`src/rtl/irq_arbiter.sv`:
```
`default_nettype none
//==============================================================================
// irq_arbiter - arbitrates active-low slot interrupts onto one CPU line and
// sequences the IACK handshake. Optional macro: IRQ_ACK_TIMEOUT_EN. Rev 1.0
//==============================================================================
module irq_arbiter #(
  parameter int         NUM_SLOTS    = 5,
  parameter int         SLOT_W       = 3,
  parameter logic [7:0] IRQ_CFG_BASE = 8'hC0,
  parameter int         ACK_TIMEOUT  = 255
) (
  input  logic                 clk,
  input  logic                 rst_n,
  input  logic [NUM_SLOTS-1:0] i_slot_irq_n,
  input  logic                 i_iack_n,
  input  logic                 i_cfg_we,
  input  logic [7:0]           i_cfg_addr,
  input  logic [7:0]           i_cfg_wdata,
  output logic                 o_cpu_int_n,
  output logic                 o_irq_int_active,
  output logic [SLOT_W-1:0]    o_irq_int_slot,
  output logic                 o_irq_vec_cycle,
  output logic [NUM_SLOTS-1:0] o_irq_pending,
  output logic                 o_spurious_ack,
  output logic                 o_ack_timeout
);

  localparam logic [7:0] c_MODE_ADDR = IRQ_CFG_BASE + 8'd1;

  typedef enum logic [1:0] {
    S_IDLE    = 2'd0,
    S_PENDING = 2'd1,
    S_VECTOR  = 2'd2,
    S_RELEASE = 2'd3
  } state_t;

  state_t                r_state;
  state_t                w_state_nxt;
  logic [NUM_SLOTS-1:0]  r_sync1;
  logic [NUM_SLOTS-1:0]  r_sync2;
  logic [NUM_SLOTS-1:0]  r_enable;
  logic                  r_mode;
  logic [NUM_SLOTS-1:0]  w_pending;
  logic [NUM_SLOTS-1:0]  w_ge_mask;
  logic [NUM_SLOTS-1:0]  w_upper;
  logic                  w_any;
  logic [SLOT_W-1:0]     w_winner;
  logic [SLOT_W-1:0]     r_slot;
  logic [SLOT_W-1:0]     w_slot_nxt;
  logic [SLOT_W-1:0]     r_rr_ptr;
  logic [SLOT_W-1:0]     w_rr_nxt;
  logic                  r_cpu_int_n;
  logic                  r_active;
  logic                  r_iack_d;
  logic                  r_spurious;
  logic                  w_to_hit;
  logic                  w_unused_cfg;

  assign w_unused_cfg = ^i_cfg_wdata;

  function automatic logic [SLOT_W-1:0] f_lowest(input logic [NUM_SLOTS-1:0] v);
    f_lowest = '0;
    for (int i = NUM_SLOTS - 1; i >= 0; i--) begin
      if (v[i]) f_lowest = SLOT_W'(i);
    end
  endfunction

  // Request synchronizer; slot lines are asynchronous to clk.
  always_ff @(posedge clk or negedge rst_n) begin
    if (!rst_n) begin
      r_sync1 <= '0;
      r_sync2 <= '0;
    end else begin
      r_sync1 <= i_slot_irq_n;
      r_sync2 <= r_sync1;
    end
  end

  assign w_pending = ~r_sync2 & r_enable;

  always_ff @(posedge clk or negedge rst_n) begin
    if (!rst_n) begin
      r_enable <= '0;
      r_mode   <= 1'b0;
    end else if (i_cfg_we) begin
      if (i_cfg_addr == IRQ_CFG_BASE) r_enable <= i_cfg_wdata[NUM_SLOTS-1:0];
      if (i_cfg_addr == c_MODE_ADDR)  r_mode   <= i_cfg_wdata[0];
    end
  end

  // Round-robin: lowest pending at or above rr_ptr, else wrap to lowest overall.
  always_comb begin
    w_ge_mask = '0;
    for (int i = 0; i < NUM_SLOTS; i++) begin
      w_ge_mask[i] = (SLOT_W'(i) >= r_rr_ptr);
    end
    w_upper = w_pending & w_ge_mask;
    w_any   = |w_pending;
    if (r_mode || (w_upper == '0)) w_winner = f_lowest(w_pending);
    else                           w_winner = f_lowest(w_upper);
  end

`ifdef IRQ_ACK_TIMEOUT_EN
  localparam int c_TO_W = (ACK_TIMEOUT >= 256) ? $clog2(ACK_TIMEOUT + 1) : 8;
  localparam logic [c_TO_W-1:0] c_TO_LAST = c_TO_W'(ACK_TIMEOUT - 1);

  logic [c_TO_W-1:0] r_to_cnt;
  logic              r_ack_to;

  // Counter sits at zero outside PENDING, so it is clear on every entry.
  always_ff @(posedge clk or negedge rst_n) begin
    if (!rst_n) begin
      r_to_cnt <= '0;
      r_ack_to <= 1'b0;
    end else begin
      r_to_cnt <= (r_state == S_PENDING) ? r_to_cnt + c_TO_W'(1) : '0;
      r_ack_to <= (r_state == S_PENDING) && (w_state_nxt == S_RELEASE);
    end
  end

  assign w_to_hit      = (r_to_cnt == c_TO_LAST);
  assign o_ack_timeout = r_ack_to;
`else
  assign w_to_hit      = 1'b0;
  assign o_ack_timeout = 1'b0;
`endif

  always_comb begin
    w_state_nxt = r_state;
    w_slot_nxt  = r_slot;
    w_rr_nxt    = r_rr_ptr;
    case (r_state)
      S_IDLE: begin
        if (w_any) begin
          w_state_nxt = S_PENDING;
          w_slot_nxt  = w_winner;
        end
      end
      S_PENDING: begin
        if (!i_iack_n)              w_state_nxt = S_VECTOR;
        else if (!w_pending[r_slot]) w_state_nxt = S_IDLE;
        else if (w_to_hit)          w_state_nxt = S_RELEASE;
      end
      S_VECTOR: begin
        if (i_iack_n) w_state_nxt = S_RELEASE;
      end
      S_RELEASE: begin
        w_state_nxt = S_IDLE;
        w_rr_nxt    = (r_slot == SLOT_W'(NUM_SLOTS - 1)) ? '0 : r_slot + SLOT_W'(1);
      end
      default: w_state_nxt = S_IDLE;
    endcase
  end

  // Outputs are registered from the next state so they never glitch.
  always_ff @(posedge clk or negedge rst_n) begin
    if (!rst_n) begin
      r_state     <= S_IDLE;
      r_slot      <= '0;
      r_rr_ptr    <= '0;
      r_cpu_int_n <= 1'b1;
      r_active    <= 1'b0;
      r_iack_d    <= 1'b1;
      r_spurious  <= 1'b0;
    end else begin
      r_state     <= w_state_nxt;
      r_slot      <= w_slot_nxt;
      r_rr_ptr    <= w_rr_nxt;
      r_cpu_int_n <= (w_state_nxt != S_PENDING);
      r_active    <= (w_state_nxt == S_PENDING) || (w_state_nxt == S_VECTOR);
      r_iack_d    <= i_iack_n;
      r_spurious  <= (r_state == S_IDLE) && !i_iack_n && r_iack_d;
    end
  end

  assign o_cpu_int_n      = r_cpu_int_n;
  assign o_irq_int_active = r_active;
  assign o_irq_int_slot   = r_slot;
  assign o_irq_vec_cycle  = r_active & ~i_iack_n;
  assign o_irq_pending    = w_pending;
  assign o_spurious_ack   = r_spurious;

endmodule
`default_nettype wire
```
`config.mk`:
```
export PLATFORM = sky130hd
export DESIGN_NAME = irq_arbiter
export DESIGN_NICKNAME = d
export VERILOG_FILES = /design/src/rtl/irq_arbiter.sv
export SDC_FILE = /design/constraint.sdc
export NUM_CORES = 1
export LEC_CHECK = 0
export BUFFER_PORTS_ARGS = -buffer_cell sky130_fd_sc_hd__buf_2
export CAP_MARGIN = 20
export CORE_ASPECT_RATIO = 0.6
export CORE_MARGIN = 5
export CORE_UTILIZATION = 40
export DETAILED_ROUTE_END_ITERATION = 8
export PLACE_DENSITY = 0.66
export SYNTH_ARGS = -nofsm -noshare
export SYNTH_HDL_FRONTEND = slang
export SYNTH_SLANG_ARGS = --single-unit
```
`constraint.sdc`:
```
create_clock -name clk -period 3.55 [get_ports clk]
set_clock_uncertainty 0.2 [all_clocks]
set_input_delay 0.71 -clock clk [delete_from_list [all_inputs] [get_ports clk]]
set_output_delay 0.71 -clock clk [all_outputs]
set_load 0.005 [all_outputs]
```
Word level (Yosys, flattened, before mapping)
Index checks and enable logic that the tools add are counted.
{"block": "word_totals", "register_bits": 28, "output_inout_bits": 13, "elab_cells": 62}
{"block": "op_classes", "addsub": 1, "n_lt_le_gt_ge": 6, "eq_ne": 9, "muxes": 19, "bitwise": 5, "n_reduce_logical": 11}
{"operator": "two-way mux 3 bit", "count": 12}
{"operator": "equality test 8 bit (second input constant)", "count": 2}
{"operator": "AND 5 bit", "count": 2}
{"operator": "two-way mux 2 bit", "count": 4}
{"operator": "case mux 2 bit (4 select lines)", "count": 1}
{"operator": "equality test 2 bit (second input constant)", "count": 3}
{"operator": "greater-or-equal comparator 1 x 3 -> 1 bit (first input constant)", "count": 2}
{"operator": "greater-or-equal comparator 2 x 3 -> 1 bit (first input constant)", "count": 2}
{"operator": "AND reduction 2 bit", "count": 3}
{"operator": "zero test 5 bit", "count": 1}
{"operator": "inverter 5 bit", "count": 1}
{"operator": "OR reduction 5 bit", "count": 1}
{"operator": "equality test 2 x 1 -> 1 bit (second input constant)", "count": 2}
{"operator": "less-than comparator 3 x 4 -> 1 bit (second input constant)", "count": 1}
{"operator": "adder 3 x 1 -> 3 bit (second input constant)", "count": 1}
{"operator": "binary-select mux 1 bit (select 3 bit)", "count": 1}
{"operator": "equality test 3 bit (second input constant)", "count": 1}
{"operator": "greater-or-equal comparator 3 bit (first input constant)", "count": 1}
{"operator": "logical AND 1 bit", "count": 2}
{"operator": "zero test 2 bit", "count": 1}
{"operator": "logical OR 1 bit", "count": 2}
{"operator": "inequality test 2 x 1 -> 1 bit (second input constant)", "count": 1}
{"operator": "AND 1 bit", "count": 1}
{"operator": "zero test 1 bit", "count": 1}
{"operator": "other kinds (2)", "count": 2}

Logic depth before layout (Yosys ltp)
{"block": "depth", "word_depth": 9, "depth_mapped": 8, "depth_no_buf": 8}

Worst setup path before layout
No wires, ideal clock.
{"block": "synth_timing", "path_kind": "input port to flip-flop", "from": "input i_cfg_addr[1]", "to": "register r_enable[0]", "setup_time_ns": 0.125, "arrival_time_ns": 1.717, "setup_slack_ns": 1.509, "path_stages": 4, "path_buffers": 0, "path_cell_list": "nor4_1 > nand4_1 > nor2_1 > mux2_2"}
{"block": "synth_via", "elab_chain_len": 2}
{"element": "start: declaration", "line_no": "17", "source": "input logic [7:0] i_cfg_addr,"}
{"element": "equality test 8 bit", "line_no": "86", "source": "if (i_cfg_addr == IRQ_CFG_BASE) r_enable <= i_cfg_wdata[NUM_SLOTS-1:0];"}
{"element": "AND reduction 2 bit (no source line)"}
{"element": "end signal: assignment", "line_no": "86"}
{"element": "end: declaration", "line_no": "41", "source": "logic [NUM_SLOTS-1:0] r_enable;"}
No other way between the ends.
A chain may end at the register's enable or synchronous reset.

Worst setup path after layout
{"block": "layout_timing", "from": "register r_sync2[2]", "to": "output o_irq_pending[2]"}
{"block": "layout_via", "elab_chain_len": 2}
{"element": "start: declaration", "line_no": "40", "source": "logic [NUM_SLOTS-1:0] r_sync2;"}
{"element": "start signal: assignment", "line_no": "75", "source": "r_sync2 <= r_sync1;"}
{"element": "inverter 5 bit", "line_no": "79", "source": "assign w_pending = ~r_sync2 & r_enable;"}
{"element": "AND 5 bit", "line_no": "79"}
{"element": "end: declaration", "line_no": "23", "source": "output logic [NUM_SLOTS-1:0] o_irq_pending,"}
No other way between the ends.

==> metrics list <==
- The run finished with clean final reports.
* Final sum of negative setup slack: 0 ps
- Counting instances, the worst hold path has a depth of 0.
- From bottom edge to top edge, the die measures 54.5 um.
- TritonCTS Buffers: 3
* Share of the core filled with cells in the final layout: 49.3%
- TritonCTS clock tree: yes
- Slew HR: 59.8%
- Relative to the synthesized area, the layout overhead comes to 20.4%.
- Register-to-register setup slack: 1400 ps
* Worst EP required: 2640 ps
* Post-Syn Area: 0.00132 mm^2
- Total grt overflow: 0
* Launch instance of the worst min-delay path: r_sync1[0]$_DFF_PN0_
- The tool flagged a number of max-cap violations equal to 0.
- The post-route netlist has 33.1% of its cells at a drive strength greater than 1.
- In this run the worst path has a maximum fanout of 7.
- Setup violations remaining at the end of the flow were counted as 0.
* Final standard cell area without fillers: 0.00159 mm^2
- Io pins: 38
* Placed Cells incl. Taps: 189
- Leakage power: 0.791 nW
- CTS Root Cell: sky130_fd_sc_hd__clkbuf_8
- Proportion of power drawn by flip-flops and latches: 49.6%
* # Post-CTS Setup Buffers: 0
- The total count of hold-check failures in the final report came to 0.
- Buffers on Ports: 33
* R2r startpoint: r_sync2[2]$_DFF_PN0_
- Synth cell types: 43
- Die Outline Area: 0.00458 mm^2
- The worst hold path belongs to the class reg2reg.
- For the pin with the worst max-slew slack, the measured transition is 603 ps.
- The top cell types in the final layout, fill and taps aside, are sky130_fd_sc_hd__buf_2 (33), sky130_fd_sc_hd__dfrtp_1 (26), sky130_fd_sc_hd__inv_1 (8), sky130_fd_sc_hd__nor2_1 (6).
- Average wire length per cell after detail routing: 13.4 um
- Number of flip-flops and latches in the synthesized netlist: 28
* Part of the Yosys area used for sequential elements: 53.3%
* Total power: 0.908 mW
- Via count of the first global-routing pass: 963
- The initial utilization of the core area, before any placement, comes to 40.9%.
- Subtracting the final worst setup slack from the clock period gives 2230 ps.
- Weighted congestion at the end of routability-driven global placement: 0.932
- Fin. max-slew vios: 0
- Power spread over the standard cell area amounts to 572 mW/mm^2.
- CTS H-tree lvls: 1
* Clock edge transition at the registers on the reported setup and hold paths: 90 ps
* Core region area: 0.00322 mm^2
* R2R depth: 6
- Timing-limited maximum frequency: 449 MHz
* Final critical-path setup slack: 1320 ps
- 0 antenna diodes ended up in the layout.
- Post-CTS resize count: 0
* Total of hold buffers inserted after clock tree synthesis: 0
- Remaining DRCs: 0
- Insertion delay to the later sink of the worst-skew pair: 270 ps
- Number of DRC markers in iteration 0: 50
- Number of nets in the synthesized netlist: 142
- At the end of the flow, the number of nets in the layout was 177.
* Post-synthesis instance total: 114
* Number of antenna violations at the first check in global routing: 0
* DP Area: 0.00152 mm^2
* Std cell rows: 16
- Critical path startpoint category: flip-flop
* Average via count per standard cell: 5.04
- The most critical setup path has its startpoint at r_sync2[2]$_DFF_PN0_.
* Internal Power: 0.634 mW
* Final Cycle Share: 62.8%
* Net switching power: 0.274 mW
* Combinational power share: 23.5%
- The clock drives 28 sinks.
* Worst endpoint data arrival time: 1320 ps
- Initial DRT Pass Iterations: 4
* GR Util All Layers: 12.2%
- Total number of vias: 973
- Placed wire-length estimate after detailed placement: 2.02 mm
- Clock Power Share: 26.9%
* Global-route wire length before repair: 4.42 mm
- The library cell used most frequently in the layout, excluding fill and tap cells, is sky130_fd_sc_hd__buf_2.
- The routed design has 2.58 mm of wire.
- Horizontal extent of the die: 84.1 um
* Crit Reg-Reg Endpoint: o_irq_int_active$_DFF_PN0_
* Count of yosys warnings during synthesis: 0
- No sink is reached through more buffers than the 2 on the longest clock path.
- Prior to clock tree synthesis, the placed netlist has a worst setup slack of 1230 ps.
- Count of placed standard cells in the final layout, fillers left out: 193
- Mapped Avg Cell Area: 11.6 um^2
- Number of nets with antenna violations after routing: 0
* Largest net degree at the start of global routing: 29
* Critical Setup Path Class: reg2out
- Setup repair after global routing left no endpoint under its margin.
- Net switching is 30.2% of the power.
- Hold Crit Endpoint: r_sync2[0]$_DFF_PN0_
* Post-route worst hold slack: 155 ps
- Setup crit end kind: primary output
- Across the VDD grid, the largest voltage drop is 0.311 mV.
[logic make-up after synthesis]
group                    share of synthesized area [%]
flip-flops                                        53.3
buffers and inverters                             4.65
AND/OR/NAND/NOR                                   16.2
adder cells (fa/ha/maj)                           2.85
multiplexers                                      5.98
AO/OA/AOI/OAI                                     16.7
other                                            0.284
[worst max-delay path by stage]
stage,endpoint,slack [ps]
final,o_irq_pending[2],1320
after global routing,o_irq_pending[2],1240
after CTS,o_irq_pending[2],1310
after detailed placement,r_enable[0]$_DFFE_PN0P_,1230
after global placement,r_enable[0]$_DFFE_PN0P_,1230
after floorplan,r_enable[0]$_DFFE_PN0P_,1510
[registers in the layout, summed over array words and instances, names as in the netlist]
| name | cells |
|---|---|
| r_enable | 5 |
| r_sync1 | 5 |
| r_sync2 | 5 |
| o_irq_int_slot | 3 |
| r_rr_ptr | 3 |
| r_state | 2 |
| o_cpu_int_n | 1 |
| o_irq_int_active | 1 |
| o_spurious_ack | 1 |
| r_iack_d | 1 |
| r_mode | 1 |
[layer usage]
layer  wire length [um]  vias up  GRT usage, %
li1                   -      473             -
met1               1240      458          16.6
met2               1110       40          19.8
met3                217        2          4.21
met4                 10        0          1.60
met5                  0        -             0
[worst max-delay path: stages, from the launching register on]
cell and delay, ps:
sky130_fd_sc_hd__dfrtp_1 370, sky130_fd_sc_hd__nor2b_1 460, sky130_fd_sc_hd__buf_2 220
[final cells by class]
type	instances	area (um^2)
flip-flops and latches	28	703
clock buffers	3	41.3
multi-input cells	73	554
well taps	45	56.3
inverters	10	37.5
fillers	302	1640
clock inverters	1	30.0
repair buffers	33	165
[power groups by stage]
stage | registers [mW] | logic (mW) | clock network (mW)
4_1_cts | 0.450 | 0.216 | 0.253
3_3_place_gp | 0.451 | 0.206 | 0
2_1_floorplan | 0.436 | 0.152 | 0
6_report | 0.451 | 0.213 | 0.244
5_1_grt | 0.459 | 0.245 | 0.265
3_5_place_dp | 0.457 | 0.215 | 0
[cell usage after synthesis (all sizes together)]
master,instances,area share [%]
o21a,4,2.3
buf,3,1.8
nand2b,3,1.4
conb,1,0.28
o31a,1,0.66
a21o,3,1.7
a31oi,1,0.47
nor4,3,1.9
and2b,1,0.57
o21ai,3,1.1
nor2,6,1.7
dfrtp,26,49
a21oi,5,1.9
or4b,1,1.0
a211o,1,0.66
nand2,4,1.1
or3,1,0.47
nor2b,5,2.4
nand4,2,1.4
nand3,1,0.38
o211ai,1,0.95
inv,9,2.6
nor4b,1,0.66
o221ai,3,2.0
a211oi,2,2.1
or2,3,1.6
dfstp,2,4.0
o41a,1,1.6
o21bai,1,0.57
nor3,4,1.5
mux2,7,6.0
ha,3,2.8
clkinv,1,0.28
o311ai,1,0.66
Power figures use the tool's default switching activity.
